File: src/rtl/ysyx_ifq.sv
// ----------------------------------------------------------------------------
// ysyx_ifq
//   Speculation-aware instruction queue sitting between fetch and decode.
//   Each entry carries the instruction, its PC, the fetch-side speculation tag
//   and two predecode bits (branch-class, memory-class) computed at push time.
//   A wrong prediction truncates only the speculative tail of the queue; a
//   fence/trap/redirect empties the queue completely.
//
// Handshakes (both sides use the same valid/ready rule):
//   A transfer happens on a rising clk edge where the producer's valid and
//   the consumer's ready are both high.  Ready never depends on valid.
//   Fetch side : push = prev_valid & ready_o, ready_o = queue not full.
//   Decode side: pop  = valid_o & next_ready, valid_o = queue not empty.
//
// Ports
//   clk, rst        clock, asynchronous active-high reset
//   inst_i, pc_i    instruction and PC from fetch
//   spec_i          instruction fetched on a predicted path
//   prev_valid      fetch output valid
//   ready_o         queue can accept a push this cycle
//   good_spec_i     prediction correct: clear every spec tag
//   flush_spec_i    prediction wrong: drop the spec-tagged tail
//   flush_all_i     drop every entry
//   inst_o, pc_o    head instruction / PC (0 when empty)
//   spec_o          head spec tag
//   is_branch_o     head opcode is JAL, JALR, B-type or SYSTEM
//   is_mem_o        head opcode is LOAD or STORE
//   valid_o         head entry present
//   next_ready      decode accepts the head
//   count_o         occupied entries, 0..DEPTH
// ----------------------------------------------------------------------------
module ysyx_ifq #(
    parameter int DATA_W = 32,
    parameter int DEPTH  = 4,
    parameter int PTR_W  = $clog2(DEPTH)
) (
    input  logic              clk,
    input  logic              rst,
    input  logic [DATA_W-1:0] inst_i,
    input  logic [DATA_W-1:0] pc_i,
    input  logic              spec_i,
    input  logic              prev_valid,
    output logic              ready_o,
    input  logic              good_spec_i,
    input  logic              flush_spec_i,
    input  logic              flush_all_i,
    output logic [DATA_W-1:0] inst_o,
    output logic [DATA_W-1:0] pc_o,
    output logic              spec_o,
    output logic              is_branch_o,
    output logic              is_mem_o,
    output logic              valid_o,
    input  logic              next_ready,
    output logic [PTR_W:0]    count_o
);

    localparam logic [PTR_W:0] FULL_CNT = (PTR_W+1)'(DEPTH);

    localparam logic [6:0] OP_JAL    = 7'b1101111;
    localparam logic [6:0] OP_JALR   = 7'b1100111;
    localparam logic [6:0] OP_BRANCH = 7'b1100011;
    localparam logic [6:0] OP_SYSTEM = 7'b1110011;
    localparam logic [6:0] OP_LOAD   = 7'b0000011;
    localparam logic [6:0] OP_STORE  = 7'b0100011;

    // Storage
    logic [DATA_W-1:0] inst_q [DEPTH];
    logic [DATA_W-1:0] pc_q   [DEPTH];
    logic [DEPTH-1:0]  br_q;
    logic [DEPTH-1:0]  mem_q;
    logic [DEPTH-1:0]  spec_q, spec_d;

    // Pointers and occupancy
    logic [PTR_W-1:0]  rd_q, rd_d;
    logic [PTR_W-1:0]  wr_q, wr_d;
    logic [PTR_W:0]    cnt_q, cnt_d;

    logic              full_w;
    logic              empty_w;
    logic              push_req;
    logic              pop_req;
    logic              push_w;
    logic              pd_branch;
    logic              pd_mem;
    logic [PTR_W:0]    spec_k;

    assign full_w   = (cnt_q == FULL_CNT);
    assign empty_w  = (cnt_q == '0);
    assign ready_o  = !full_w;
    assign valid_o  = !empty_w;
    assign count_o  = cnt_q;

    assign push_req = prev_valid & ready_o;
    assign pop_req  = valid_o & next_ready;
    // Any flush discards the incoming instruction.
    assign push_w   = push_req & !flush_all_i & !flush_spec_i;

    // Predecode of the incoming instruction
    assign pd_branch = (inst_i[6:0] == OP_JAL)    || (inst_i[6:0] == OP_JALR) ||
                       (inst_i[6:0] == OP_BRANCH) || (inst_i[6:0] == OP_SYSTEM);
    assign pd_mem    = (inst_i[6:0] == OP_LOAD)   || (inst_i[6:0] == OP_STORE);

    // Offset from the head of the oldest speculative entry.  When no occupied
    // entry is speculative the offset equals the count, so a truncation to
    // spec_k keeps the whole queue.
    always_comb begin : find_spec
        logic           found;
        logic [PTR_W:0] off;
        logic [PTR_W-1:0] idx;
        spec_k = cnt_q;
        found  = 1'b0;
        off    = '0;
        idx    = '0;
        for (int i = 0; i < DEPTH; i++) begin
            off = (PTR_W+1)'(i);
            idx = rd_q + off[PTR_W-1:0];
            if (!found && (off < cnt_q) && spec_q[idx]) begin
                found  = 1'b1;
                spec_k = off;
            end
        end
    end

    // Next-state for pointers, count and spec tags
    always_comb begin
        rd_d   = rd_q;
        wr_d   = wr_q;
        cnt_d  = cnt_q;
        spec_d = spec_q;
        if (flush_all_i) begin
            rd_d   = '0;
            wr_d   = '0;
            cnt_d  = '0;
            spec_d = '0;
        end else if (flush_spec_i) begin
            // Survivors are all non-speculative, so every tag can be cleared.
            wr_d   = rd_q + spec_k[PTR_W-1:0];
            cnt_d  = spec_k;
            spec_d = '0;
            // A non-speculative head accepted this cycle is still consumed.
            if (pop_req && (spec_k != '0)) begin
                rd_d  = rd_q + 1'b1;
                cnt_d = spec_k - 1'b1;
            end
        end else begin
            if (good_spec_i) begin
                spec_d = '0;
            end
            if (push_w) begin
                wr_d         = wr_q + 1'b1;
                spec_d[wr_q] = spec_i & !good_spec_i;
            end
            if (pop_req) begin
                rd_d = rd_q + 1'b1;
            end
            if (push_w && !pop_req) begin
                cnt_d = cnt_q + 1'b1;
            end else if (!push_w && pop_req) begin
                cnt_d = cnt_q - 1'b1;
            end
        end
    end

    always_ff @(posedge clk or posedge rst) begin
        if (rst) begin
            rd_q   <= '0;
            wr_q   <= '0;
            cnt_q  <= '0;
            spec_q <= '0;
        end else begin
            rd_q   <= rd_d;
            wr_q   <= wr_d;
            cnt_q  <= cnt_d;
            spec_q <= spec_d;
        end
    end

    // Payload; written only on an accepted, non-flushed push
    always_ff @(posedge clk or posedge rst) begin
        if (rst) begin
            for (int i = 0; i < DEPTH; i++) begin
                inst_q[i] <= '0;
                pc_q[i]   <= '0;
            end
            br_q  <= '0;
            mem_q <= '0;
        end else if (push_w) begin
            inst_q[wr_q] <= inst_i;
            pc_q[wr_q]   <= pc_i;
            br_q[wr_q]   <= pd_branch;
            mem_q[wr_q]  <= pd_mem;
        end
    end

    // Head outputs are forced to zero while the queue is empty so stale
    // entries never leak out (this also gives the reset values).
    assign inst_o      = valid_o ? inst_q[rd_q] : '0;
    assign pc_o        = valid_o ? pc_q[rd_q]   : '0;
    assign spec_o      = valid_o & spec_q[rd_q];
    assign is_branch_o = valid_o & br_q[rd_q];
    assign is_mem_o    = valid_o & mem_q[rd_q];

`ifndef SYNTHESIS
    // Speculative entries must form one contiguous run ending at the tail.
    logic contig_ok;
    always_comb begin : contig_chk
        logic           seen;
        logic [PTR_W:0] off;
        logic [PTR_W-1:0] idx;
        contig_ok = 1'b1;
        seen      = 1'b0;
        off       = '0;
        idx       = '0;
        for (int i = 0; i < DEPTH; i++) begin
            off = (PTR_W+1)'(i);
            idx = rd_q + off[PTR_W-1:0];
            if (off < cnt_q) begin
                if (spec_q[idx]) begin
                    seen = 1'b1;
                end else if (seen) begin
                    contig_ok = 1'b0;
                end
            end
        end
    end

    always @(posedge clk) begin
        if (!rst) begin
            assert (!(push_w && !ready_o)) else $error("push while not ready");
            assert (cnt_q <= FULL_CNT)     else $error("count exceeds depth");
            assert (contig_ok)             else $error("spec entries not contiguous");
        end
    end
`endif

endmodule

File: config.mk
export PLATFORM = sky130hd
export DESIGN_NAME = ysyx_ifq
export DESIGN_NICKNAME = d
export VERILOG_FILES = /design/src/rtl/ysyx_ifq.sv
export SDC_FILE = /design/constraint.sdc
export NUM_CORES = 1
export LEC_CHECK = 0
export CAP_MARGIN = 10
export CORE_MARGIN = 4
export CORE_UTILIZATION = 40
export DETAILED_ROUTE_END_ITERATION = 12
export HOLD_SLACK_MARGIN = 0.02
export PLACE_DENSITY = 0.72
export SLEW_MARGIN = 25
export SYNTH_ARGS = -nofsm -noshare
export SYNTH_HDL_FRONTEND = slang
export SYNTH_SLANG_ARGS = --single-unit
File: constraint.sdc
create_clock -name clk -period 10.11 [get_ports clk]
set_input_delay 3.033 -clock clk [delete_from_list [all_inputs] [get_ports clk]]
set_output_delay 3.033 -clock clk [all_outputs]
set_load 0.02 [all_outputs]
==> flow_metrics.env, run 1 <==
export IMPL_finalCritPeriodShare_pct=64.9
export IMPL_hold_violations=0
export IMPL_drt_pass1_iterations=4
export IMPL_crit_fanout=45
export IMPL_drive_gt1_share_pct=39.2
export IMPL_cts_tree="built"
export IMPL_postCtsHoldBufs=0
export IMPL_io_pins=144
export IMPL_final_cell_area_um2=15700
export IMPL_min_path_type="reg -> reg"
export IMPL_place_congestion=0.774
export IMPL_whs_ns=0.493
export IMPL_clk_pin_slew_ns=0.06
export IMPL_overflow=0
export IMPL_fin_skew_ns=0.00976
export IMPL_dieArea_um2=35200
export IMPL_insertion_delay_ns=0.54
export IMPL_die_x_um=188
export IMPL_drc=0
export IMPL_postRouteAntennaNets=0
export IMPL_leakagePower_nw=6.89
export IMPL_dpl_instance_area_um2=14600
export IMPL_worstPathRequired_ns=7.08
export IMPL_rsz0062_at_grt="false"
export IMPL_grt_pass1_wl_um=46100
export IMPL_ys_flop_type="dfrtp_1"
export IMPL_fmax_mhz=152
export IMPL_antenna_found_initial=1
export IMPL_report_final_slew_viol_count=0
export IMPL_yosysTopAreaCellShare_pct=53.4
export IMPL_min_period_ns=6.56
export IMPL_wirelength_um=27800
export IMPL_wire_per_inst_um=19.8
export IMPL_ctsResizeCount=0
export IMPL_io_buffers=143
export IMPL_slew_headroom_pct=34.6
export IMPL_irDropWorstVdd_v=0.000164
export IMPL_cts_sinks=275
export IMPL_yosysMostFrequentCell="dfrtp_1"
export IMPL_syn_nets=934
export IMPL_async_flop_share_pct=100
export IMPL_vias_per_cell=5.35
export IMPL_grt_start_max_net_pins=173
export IMPL_tns_ns=0
export IMPL_synth_edf_count=0
export IMPL_rows=65
export IMPL_maxCapViolCount=0
export IMPL_setup_viol=0
export IMPL_ys_seq_area_share_pct=53.4
export IMPL_drtIter0Drc=248
export IMPL_core_area_um2=31600
export IMPL_grt_pass1_vias=8299
export IMPL_synthesis_area_um2=12900
export IMPL_grt_use_total_pct=15.9
export IMPL_synth_common_cells="dfrtp_1 (275), mux2_2 (257), mux4_2 (68)"
export IMPL_cts_root_buffer="clkbuf_16"
export IMPL_path_class="reg -> out"
export IMPL_post_cts_setup_buffers=0
export IMPL_synthTopCellsByArea="dfrtp_1 (53%), mux2_2 (22%), mux4_2 (12%), and2_1 (3.3%), ha_1 (1.2%)"
export IMPL_start_kind="flip-flop"
export IMPL_start_util_pct=40.7
export IMPL_h_tree_depth=1
export IMPL_dieHeight_um=188
export IMPL_arrival_ns=3.53
export IMPL_synthCells=850
export IMPL_powerDensity_nw_per_um2=251
export IMPL_vias=7530
export IMPL_tightest_slew_ns=0.981
export IMPL_status="complete, no violations"
export IMPL_cts_buffers=30
export IMPL_ys_types=43
export IMPL_setup_worst_path_end_class="primary output"
export IMPL_synth_seq_cells=275
export IMPL_cts_buffer_depth=3
export IMPL_yosys_area_top_type="dfrtp_1"
export IMPL_fin_nets=1066
export IMPL_syn_mean_instance_area_um2=15.2
export IMPL_area_delta_synth_final_pct=21.4
export IMPL_yosys_warnings=0
export IMPL_hpwl_um=16600
==> state kept, by name, indices dropped and copies added (netlist names) <==
register / flops
spec_q: 4
br_q: 4
inst_q: 128
rd_q: 2
wr_q: 2
count_o: 3
pc_q: 128
mem_q: 4
==> per-stage QoR <==
stage / power [mW] / setup WS (ns) / util [%] / instances
2_1_floorplan: 2.47 / 3.44 / - / 850
3_3_place_gp: 2.85 / 4.03 / 46.3 / 1351
3_5_place_dp: 2.89 / 4.03 / 46.3 / 1351
4_1_cts: 3.98 / 3.44 / 49.4 / 1406
5_1_grt: 4.16 / 3.29 / 49.5 / 1408
6_report: 3.93 / 3.55 / 49.5 / 1408
==> kinds of logic after synthesis <==
logic type	share of synthesized area, %
buffers and inverters	2.50
AND/OR/NAND/NOR	5.77
AO/OA/AOI/OAI	1.71
flip-flops	53.4
adder cells (fa/ha/maj)	1.16
multiplexers	35.0
XOR/XNOR	0.476
==> power by group <==
| group | leakage, nW | switching [mW] | total, mW | internal (mW) |
|---|---|---|---|---|
| clock network | 0.485 | 0.423 | 1.07 | 0.648 |
| logic | 2.84 | 0.460 | 1.19 | 0.731 |
| registers | 3.57 | 0.197 | 1.67 | 1.47 |
==> cell type report <==
| class | instances | area [µm²] |
|---|---|---|
| Fill cell | 2674 | 16000 |
| Sequential cell | 275 | 6890 |
| Multi-Input combinational cell | 514 | 5710 |
| Timing Repair Buffer | 153 | 1540 |
| Clock buffer | 46 | 882 |
| Tap cell | 402 | 503 |
| Clock inverter | 9 | 95.1 |
| Inverter | 8 | 33.8 |
| Antenna cell | 1 | 2.50 |
==> per-layer routing <==
layer,routed length (µm),vias up,global-route usage (%),part of all wire (%)
met5,0,-,0,0
met4,424,0,3.27,1.5
met3,975,28,2.42,3.5
met2,14000,122,27.7,50
met1,12400,3991,21.5,45
li1,-,3389,-,-
==> critical path, cell delays in order (launching register included) <==
cell             delay (ns)
dfrtp_4                0.90
buf_4                  0.71
mux4_2                 0.61
and2_1                 0.19
clkdlybuf4s50_1        0.54
==> placed cells by master (no fill, tap or decap), drive strengths merged, types with 3 or more instances in the layout <==
master	netlist	layout
clkbuf	26	46
nand3	8	8
o21ai	10	10
nor2b	3	3
clkdlybuf4s50	0	143
nand2	17	17
a21oi	13	13
mux4	68	68
xor2	5	5
nor2	11	11
mux2i	4	4
and2	67	67
or3	4	4
inv	8	7
nand4	3	3
buf	27	10
ha	12	12
mux2	261	261
dfrtp	275	275
clkinv	0	7
==> path summary, 6_finish.rpt <==
path                       slack (ns)  cells after the start          to       start
max                              3.55                      4    pc_o[14]     rd_q[0]
min                              0.49                      1  inst_q[81]  inst_q[81]
max reg2reg                      6.18                     10  count_o[0]     rd_q[1]
min reg2reg                      0.49                      1  inst_q[81]  inst_q[81]
max in group asynchronous        5.70                      4     rd_q[0]         rst
min in group asynchronous        2.99                      2  inst_q[74]         rst
(Power assumes the default switching activity.)
==> run 2, diff against run 1 <==
--- a/config.mk
+++ b/config.mk
@@ -10,7 +10,7 @@
 export CORE_UTILIZATION = 40
 export DETAILED_ROUTE_END_ITERATION = 12
 export HOLD_SLACK_MARGIN = 0.02
-export PLACE_DENSITY = 0.72
+export PLACE_DENSITY = 0.7
 export SLEW_MARGIN = 25
 export SYNTH_ARGS = -nofsm -noshare
 export SYNTH_HDL_FRONTEND = slang
==> constraint.sdc (replaced) <==
create_clock -name clk -period 6.1 [get_ports clk]
set_input_delay 1.83 -clock clk [delete_from_list [all_inputs] [get_ports clk]]
set_output_delay 1.83 -clock clk [all_outputs]
set_load 0.02 [all_outputs]
==> run 2 against run 1 <==
Final cell count fell by 0.78%. Highest routed layer is now met5. Global-route usage fell by 0.33 points. Largest cell class unchanged. Sequential share of layout area rose by 0.16 points. Largest power group unchanged. Clock skew barely moved. Hold slack got worse by 0.014 ns. Cell area fell by 0.35%. Critical path type unchanged.
==> flow_metrics.env, run 2 (same netlist as run 1, synthesis figures left out) <==
export IMPL_vias_per_cell=5.38
export IMPL_tns_ns=0
export IMPL_status="complete, no violations"
export IMPL_antenna_found_initial=4
export IMPL_crit_fanout=44
export IMPL_drtIter0Drc=340
export IMPL_die_x_um=188
export IMPL_slew_headroom_pct=36.4
export IMPL_setup_viol=0
export IMPL_finalCritPeriodShare_pct=83.0
export IMPL_cts_buffers=28
export IMPL_wirelength_um=27500
export IMPL_hold_violations=0
export IMPL_place_congestion=0.781
export IMPL_wire_per_inst_um=19.7
export IMPL_arrival_ns=3.23
export IMPL_highest_layer="met5"
export IMPL_final_cell_mix="dfrtp_1 (273), mux2_2 (257), clkdlybuf4s50_1 (143)"
export IMPL_mostFrequentLayoutCell="dfrtp_1"
export IMPL_hpwl_um=17000
export IMPL_path_class="reg -> out"
export IMPL_finalPower_mw=6.36
export IMPL_drive_gt1_share_pct=38.7
export IMPL_io_pins=144
export IMPL_core_area_um2=31600
export IMPL_min_path_type="reg -> reg"
export IMPL_min_period_ns=5.06
export IMPL_dieArea_um2=35200
export IMPL_drc=0
export IMPL_setup_worst_path_end_class="primary output"
export IMPL_post_cts_setup_buffers=0
export IMPL_start_kind="flip-flop"
export IMPL_h_tree_depth=1
export IMPL_grt_use_total_pct=15.6
export IMPL_fmax_mhz=198
export IMPL_report_final_slew_viol_count=0
export IMPL_postCtsHoldBufs=0
export IMPL_met1Wirelength_um=12300
export IMPL_overflow=0
export IMPL_io_buffers=143
export IMPL_fin_skew_ns=0.00980
export IMPL_vias=7522
export IMPL_grt_start_max_net_pins=109
export IMPL_largestRegisters="inst_q: 128 flops, pc_q: 128 flops"
export IMPL_area_delta_synth_final_pct=21.0
export IMPL_rsz0062_at_grt="false"
export IMPL_tightest_slew_ns=0.952
export IMPL_leakagePower_nw=6.79
export IMPL_drt_pass1_iterations=4
export IMPL_fin_nets=1062
export IMPL_insertion_delay_ns=0.52
export IMPL_grt_pass1_vias=8125
export IMPL_dr_wl_met3_um=1350
export IMPL_rows=65
export IMPL_cts_root_buffer="clkbuf_16"
export IMPL_dieHeight_um=188
export IMPL_worstPathRequired_ns=4.27
export IMPL_cts_sinks=275
export IMPL_irDropWorstVdd_v=0.000254
export IMPL_ctsResizeCount=0
export IMPL_postRouteAntennaNets=0
export IMPL_powerDensity_nw_per_um2=408
export IMPL_grt_pass1_wl_um=44900
export IMPL_wl_met2_um=13400
export IMPL_cts_tree="built"
export IMPL_maxCapViolCount=0
export IMPL_start_util_pct=40.7
export IMPL_cts_buffer_depth=3
export IMPL_clk_pin_slew_ns=0.06
[run 2: changes by cell type in the layout (fill, tap and decap cells not counted), sizes merged]
cell,previous run,this run
clkbuf,46,44
diode,1,2
buf,10,8
clkinv,7,1
bufinv,2,0
[run 2: worst paths after layout]
kind	from	slack, ns	to	cells after the start
max	rd_q[0]	1.04	spec_o	4
min	mem_q[0]	0.48	mem_q[0]	2
max reg2reg	rd_q[0]	2.21	count_o[0]	12
min reg2reg	mem_q[0]	0.48	mem_q[0]	2
max in group asynchronous	rst	3.38	pc_q[22]	4
min in group asynchronous	rst	1.63	inst_q[101]	2
[run 2: critical path, cell delays in order (launching register included)]
cell	delay, ns
dfrtp_4	1.03
buf_12	0.34
mux4_2	0.61
and2_1	0.17
clkdlybuf4s50_1	0.53
[run 2: cell type report]
class	instances	area [µm²]
antenna	2	5.00
clock buffer	44	852
clock inverter	1	5.00
fill	2642	16000
inverter	8	33.8
multi-input combinational	514	5740
sequential	275	6890
tap	402	503
timing repair buffer	151	1570
[run 2: through the flow]
| stage | hold slack [ns] | setup slack, ns | utilization, % | instance area [µm²] | std cells |
|---|---|---|---|---|---|
| after global routing | 0.504 | 0.826 | 49.3 | 15600 | 1396 |
| after global placement | 0.460 | 1.50 | 46.4 | 14700 | 1349 |
| final | 0.479 | 1.04 | 49.3 | 15600 | 1397 |
| after CTS | 0.483 | 0.933 | 49.2 | 15600 | 1394 |
| after detailed placement | 0.469 | 1.45 | 46.5 | 14700 | 1349 |
| after floorplan | 0.444 | 0.633 | - | 12900 | 850 |
[run 2: where the power goes]
group	internal, mW	switching [mW]	total, mW	leakage (nW)
clock	0.943	0.658	1.60	0.421
combinational	1.22	0.773	1.99	2.81
sequential	2.44	0.327	2.76	3.57
[run 2: per-layer routing]
metal  GRT usage (%)  vias up
li1                -     3384
met4            3.42        6
met5               0        -
met2            26.2      132
met1            21.5     3960
met3            2.83       40
